<file path="src/rtl/neuron_config_loader_if.sv">
// Byte-wide valid/ready configuration stream feeding neuron_config_loader.
interface neuron_config_loader_if;
  logic [7:0] data;
  logic       valid;
  logic       ready;

  modport master (output data, output valid, input ready);
  modport slave  (input data, input valid, output ready);
endinterface

</file>
<file path="src/rtl/neuron_config_loader.sv">
// Decodes a config byte stream into shadow registers and commits them atomically to the
// LIF neuron's active weights/shift/threshold. Optional header parity: NEURON_CFG_PARITY_EN.
module neuron_config_loader #(
  parameter int unsigned N_STAGE     = 3,
  parameter int unsigned N_INPUTS    = 2 ** N_STAGE,
  parameter int unsigned N_MEMBRANE  = N_STAGE + 2,
  parameter int unsigned N_THRESHOLD = N_MEMBRANE - 1,
  parameter int unsigned WB          = (N_INPUTS + 7) / 8
) (
  input  logic                       clk_i,
  input  logic                       reset_i,
  neuron_config_loader_if.slave      cfg,
  output logic [N_INPUTS-1:0]        weights_o,
  output logic [2:0]                 shift_o,
  output logic [N_THRESHOLD-1:0]     threshold_o,
  output logic                       membrane_clear_o,
  output logic [3:0]                 cfg_version_o,
`ifdef NEURON_CFG_PARITY_EN
  output logic                       busy_o,
  output logic                       cfg_error_o
`else
  output logic                       busy_o
`endif
);

  localparam int unsigned CntW = (WB > 1) ? $clog2(WB) : 1;

  typedef enum logic [2:0] {StIdle, StWeights, StShift, StThresh, StCommit} state_e;

  state_e                 state_q, state_d;
  logic [CntW-1:0]        cnt_q, cnt_d;
  logic [N_INPUTS-1:0]    shadow_w_q, shadow_w_d, weights_q, weights_d;
  logic [2:0]             shadow_shift_q, shadow_shift_d, shift_q, shift_d;
  logic [N_THRESHOLD-1:0] shadow_thr_q, shadow_thr_d, thr_q, thr_d;
  logic [3:0]             version_q, version_d;
  logic                   clear_q, clear_d;
  logic                   xfer, hdr_ok;
  logic [1:0]             opcode;

`ifdef NEURON_CFG_PARITY_EN
  logic err_q, err_d;
  assign hdr_ok      = ~^cfg.data;
  assign cfg_error_o = err_q;
`else
  assign hdr_ok = 1'b1;
`endif

  assign cfg.ready = (state_q != StCommit);
  assign xfer      = cfg.valid && cfg.ready;
  assign opcode    = cfg.data[7:6];

  always_comb begin
    state_d        = state_q;
    cnt_d          = cnt_q;
    shadow_w_d     = shadow_w_q;
    shadow_shift_d = shadow_shift_q;
    shadow_thr_d   = shadow_thr_q;
    weights_d      = weights_q;
    shift_d        = shift_q;
    thr_d          = thr_q;
    version_d      = version_q;
    clear_d        = 1'b0;
`ifdef NEURON_CFG_PARITY_EN
    err_d          = err_q;
`endif
    unique case (state_q)
      StIdle: begin
        if (xfer) begin
          if (!hdr_ok) begin
`ifdef NEURON_CFG_PARITY_EN
            err_d = 1'b1;
`endif
          end else begin
            unique case (opcode)
              2'b00: begin
                state_d = StWeights;
                cnt_d   = '0;
              end
              2'b01: state_d = StShift;
              2'b10: clear_d = 1'b1;
              default: begin
                state_d = StCommit;
`ifdef NEURON_CFG_PARITY_EN
                err_d   = 1'b0;
`endif
              end
            endcase
          end
        end
      end
      StWeights: begin
        if (xfer) begin
          // Byte k lands on weight bits 8k..8k+7; bits past N_INPUTS never exist.
          for (int i = 0; i < int'(N_INPUTS); i++) begin
            if ((i / 8) == int'(cnt_q)) shadow_w_d[i] = cfg.data[i % 8];
          end
          cnt_d = cnt_q + 1'b1;
          if (cnt_q == CntW'(WB - 1)) state_d = StIdle;
        end
      end
      StShift: begin
        if (xfer) begin
          shadow_shift_d = cfg.data[2:0];
          state_d        = StThresh;
        end
      end
      StThresh: begin
        if (xfer) begin
          shadow_thr_d = cfg.data[N_THRESHOLD-1:0];
          state_d      = StIdle;
        end
      end
      StCommit: begin
        weights_d = shadow_w_q;
        shift_d   = shadow_shift_q;
        thr_d     = shadow_thr_q;
        version_d = version_q + 4'd1;
        state_d   = StIdle;
      end
      default: state_d = StIdle;
    endcase
  end

  always_ff @(posedge clk_i) begin
    if (reset_i) begin
      state_q        <= StIdle;
      cnt_q          <= '0;
      shadow_w_q     <= '0;
      shadow_shift_q <= '0;
      shadow_thr_q   <= '1;
      weights_q      <= '0;
      shift_q        <= '0;
      thr_q          <= '1;
      version_q      <= '0;
      clear_q        <= 1'b0;
`ifdef NEURON_CFG_PARITY_EN
      err_q          <= 1'b0;
`endif
    end else begin
      state_q        <= state_d;
      cnt_q          <= cnt_d;
      shadow_w_q     <= shadow_w_d;
      shadow_shift_q <= shadow_shift_d;
      shadow_thr_q   <= shadow_thr_d;
      weights_q      <= weights_d;
      shift_q        <= shift_d;
      thr_q          <= thr_d;
      version_q      <= version_d;
      clear_q        <= clear_d;
`ifdef NEURON_CFG_PARITY_EN
      err_q          <= err_d;
`endif
    end
  end

  assign weights_o        = weights_q;
  assign shift_o          = shift_q;
  assign threshold_o      = thr_q;
  assign membrane_clear_o = clear_q;
  assign cfg_version_o    = version_q;
  assign busy_o           = (state_q != StIdle);

endmodule
</file>
<file path="src/flat_wrapper.sv">
// flat-port wrapper written by rule: the top's interface ports become plain ports
module neuron_config_loader_flat 
#(
  parameter int unsigned N_STAGE     = 3,
  parameter int unsigned N_INPUTS    = 2 ** N_STAGE,
  parameter int unsigned N_MEMBRANE  = N_STAGE + 2,
  parameter int unsigned N_THRESHOLD = N_MEMBRANE - 1,
  parameter int unsigned WB          = (N_INPUTS + 7) / 8
)
  (clk_i, reset_i, weights_o, shift_o, threshold_o, membrane_clear_o, cfg_version_o, busy_o, cfg_data, cfg_valid, cfg_ready);
  neuron_config_loader_if cfg_i ();
  input  logic clk_i;
  input  logic reset_i;
  output logic [N_INPUTS-1:0] weights_o;
  output logic [2:0] shift_o;
  output logic [N_THRESHOLD-1:0] threshold_o;
  output logic membrane_clear_o;
  output logic [3:0] cfg_version_o;
  output logic busy_o;
  input wire logic [$bits(cfg_i.data)-1:0] cfg_data;
  input wire logic [$bits(cfg_i.valid)-1:0] cfg_valid;
  output wire logic [$bits(cfg_i.ready)-1:0] cfg_ready;
  assign cfg_i.data = cfg_data;
  assign cfg_i.valid = cfg_valid;
  assign cfg_ready = cfg_i.ready;
  neuron_config_loader #(.N_STAGE(N_STAGE), .N_INPUTS(N_INPUTS), .N_MEMBRANE(N_MEMBRANE), .N_THRESHOLD(N_THRESHOLD), .WB(WB)) u_core (.clk_i(clk_i), .reset_i(reset_i), .cfg(cfg_i), .weights_o(weights_o), .shift_o(shift_o), .threshold_o(threshold_o), .membrane_clear_o(membrane_clear_o), .cfg_version_o(cfg_version_o), .busy_o(busy_o));
endmodule
</file>
<file path="config.mk">
export PLATFORM = sky130hd
export DESIGN_NAME = neuron_config_loader_flat
export DESIGN_NICKNAME = d
export VERILOG_FILES = /design/src/rtl/neuron_config_loader_if.sv /design/src/rtl/neuron_config_loader.sv /design/src/flat_wrapper.sv
export SDC_FILE = /design/constraint.sdc
export NUM_CORES = 1
export LEC_CHECK = 0
export BUFFER_PORTS_ARGS = -buffer_cell sky130_fd_sc_hd__clkbuf_2
export CORE_MARGIN = 2
export CORE_UTILIZATION = 57
export DETAILED_ROUTE_END_ITERATION = 10
export PLACE_DENSITY = 0.83
export SLEW_MARGIN = 20
export SYNTH_ARGS = -nofsm -noshare
export SYNTH_HDL_FRONTEND = slang
export SYNTH_SLANG_ARGS = --single-unit
</file>
<file path="constraint.sdc">
create_clock -name clk_i -period 2.4 [get_ports clk_i]
set_input_delay 0.12 -clock clk_i [delete_from_list [all_inputs] [get_ports clk_i]]
set_output_delay 0.12 -clock clk_i [all_outputs]
set_load 0.1 [all_outputs]
</file>
==> impl_metrics.py <==
metrics = {
    "drt": {
        "routed_wl_mm": 2.89,
        "wl_per_cell_um": 12.9,
        "firstDrtPassIters": 4,
        "vias_per_cell": 5.30,
        "drc": 0,
        "num_vias": 1188,
        "drtIter0Drc": 27,
        "final_antenna_net_count": 0,
    },
    "sta": {
        "rsz0062_at_grt": "false",
        "tightest_slew_ps": 854,
        "finalCritPeriodShare_pct": 81.1,
        "fin_skew_ps": 7.14,
        "slew_headroom_pct": 43.1,
        "slew_viol_final": 0,
        "hold_violations": 0,
        "fmax_ghz": 0.514,
        "finalSetupViolCount": 0,
        "period_needed_ps": 1950,
        "setup-tns-final_ps": 0,
        "timing.hold.ws_ps": 25.1,
    },
    "floorplanning": {
        "die_h_um": 57.1,
        "dieWidth_um": 57.1,
        "die_area_um2": 3260,
        "row_count": 19,
        "io-pin-count": 33,
        "start_util_pct": 59.3,
        "core-area_um2": 2710,
    },
    "clock_network": {
        "ctsHtreeMaxLevel": 2,
        "cts_resized": 0,
        "root_buffer": "clkbuf_4",
        "cts.sinks": 39,
        "cts_buffer_depth": 2,
        "cts.clk_slew.worst_paths_ps": 120,
        "cts_tree": "yes",
        "cts_buffers": 5,
        "clock_latency_ps": 340,
    },
    "global_route": {
        "grt_first_pass_wirelength_mm": 4.78,
        "antenna_found_initial": 0,
        "grt.total_usage_pct": 19.0,
        "grt_max_degree": 50,
        "grt_pass1_vias": 1049,
        "grt.overflow.total": 0,
    },
    "min_path": {
        "hold_class": "in2reg",
        "min_to": "u_core.shadow_w_q[4]",
        "min-delay-start": "cfg_data[4]",
        "holdPathStages": 3,
    },
    "cells_and_area": {
        "layout_commonest_cell": "dfxtp_1",
        "antenna_cells": 0,
        "nets": 204,
        "fillerInstances": 222,
        "drive_above_1_share_pct": 24.4,
        "areaGrowthSynthToFinish_pct": 14.5,
        "post-route-util_pct": 67.9,
        "final_cell_area_um2": 1840,
        "final_cell_mix": "dfxtp_1 (39), clkbuf_2 (32), nor2_1 (26)",
    },
    "setup_path": {
        "ff2ff_path_depth": 4,
        "critPathLaunchType": "flop",
        "critPathRequiredTime_ps": 2280,
        "path_class": "reg2out",
        "critPathMaxFanout": 11,
        "rrSetupSlack_ps": 660,
        "r2r_end": "u_core.weights_o[4]",
        "cp.arrival_ps": 1830,
        "r2r_start": "u_core.state_q[2]",
        "end_kind": "output pin",
    },
    "yosys": {
        "syn_inst": 161,
        "synth_nets": 173,
        "synth.avg_cell_area_um2": 9.98,
        "syn_area_um2": 1610,
        "ys_types": 32,
        "yosysSeqAreaShare_pct": 48.6,
        "yosysWarnings": 0,
        "synth-seq-cells": 39,
    },
    "flow_run": {
        "drv_cap": 0,
    },
    "placed_design": {
        "gp_congestion": 0.763,
        "placed_area_um2": 1750,
        "io_buffers": 32,
        "hpwlAfterDp_mm": 1.96,
    },
    "power": {
        "power.density_nw_per_um2": 665,
        "p_leak_uw": 0.000729,
        "ir_worst_vdd_v": 0.000793,
        "power.total_uw": 1220,
    },
    "run_status": {
        "status": "completed",
    },
}
==> layer usage <==
metal	wire, um	track usage (%)
met5	0	0
met1	1370	25.7
met3	168	6.58
met4	44	5.98
met2	1300	28.7
==> sequential cells by signal (all words and copies together) (netlist names) <==
signal / count
u_core.shadow_thr_q: 4
u_core.threshold_o: 4
u_core.membrane_clear_o: 1
u_core.shift_o: 3
u_core.cnt_q: 1
u_core.shadow_w_q: 8
u_core.weights_o: 8
u_core.shadow_shift_q: 3
u_core.state_q: 3
u_core.cfg_version_o: 4
==> report_power, final <==
| part | internal (uW) | switching [uW] |
|---|---|---|
| Sequential | 658 | 11.0 |
| Clock | 219 | 215 |
| Combinational | 36.9 | 83.6 |
==> cells in the mapped netlist <==
cell        n  area share [%]
a31oi_1     1            0.39
or3_1       1            0.39
o21ba_2     1            0.62
nand4b_1    1            0.55
a211o_1     4             2.2
mux2i_1    22              14
and3_1      2            0.78
xnor2_1     2             1.1
a21o_1      1            0.47
nor2b_1     4             1.6
buf_2       3            0.93
clkbuf_1    5             1.2
nor3b_4     1             1.2
o21ai_0     2            0.62
nor2_1     26             6.1
nor3_1      4             1.2
ha_1        1            0.78
a211oi_1    1            0.47
nand3_1     3            0.93
inv_1       5             1.2
and2b_1     4             1.9
buf_6       1            0.70
dfxtp_1    39              49
a2111oi_0   1            0.55
a21oi_2     1            0.55
o41ai_1     1            0.55
and4bb_2    2             1.6
mux2_2      1            0.70
buf_12      1             1.2
and2_1      1            0.39
nand2b_1   14             5.5
a21oi_1     5             1.6
==> logic make-up (layout without fill, tap and decap cells) <==
logic type	count (synthesis)	count (layout)	synth area share, %
AOI/OAI and AO/OA	18	18	7.94
adders and majority gates	1	1	0.779
muxes	23	23	14.4
xor gates and xnor gates	2	2	1.09
and+or+nand+nor	63	63	22.0
buffers and inverters	15	47	5.22
DFF	39	39	48.6
==> metrics by stage <==
step                setup WS (ps)  cells
floorplan                     663    161
global placement              785    215
detailed placement            700    215
CTS                           431    224
global route                  326    224
finish                        454    224
==> what timing repair did <==
item,in CTS,in global routing
hold endpoints to repair,1,0
hold buffers,1,0
setup buffers,0,0
==> worst max path at each step <==
| stage | startpoint | endpoint | slack [ps] |
|---|---|---|---|
| floorplan | u_core.cfg_version_o[0] | u_core.cfg_version_o[2] | 660 |
| global placement | u_core.state_q[2] | u_core.weights_o[4] | 780 |
| detailed placement | u_core.state_q[2] | u_core.weights_o[6] | 700 |
| CTS | u_core.state_q[2] | cfg_ready | 430 |
| global route | u_core.state_q[2] | cfg_ready | 330 |
| finish | u_core.state_q[2] | cfg_ready | 450 |
==> layout make-up <==
type                    count  area (um2)  share of cell area (%)
clock buffers               5        37.5                    2.04
clock inverters             3        43.8                    2.38
inverters                   5        18.8                    1.02
multi-input cells         107         742                    40.3
flip-flops and latches     39         781                    42.4
well taps                  31        38.8                    2.11
repair buffers             34         178                    9.66
==> critical path, stage by stage, from the launching register on <==
cell	delay, ps
dfxtp_1	470
nor3b_4	500
inv_1	120
clkbuf_2	390
Note: power is estimated with default switching activity, not from simulation.
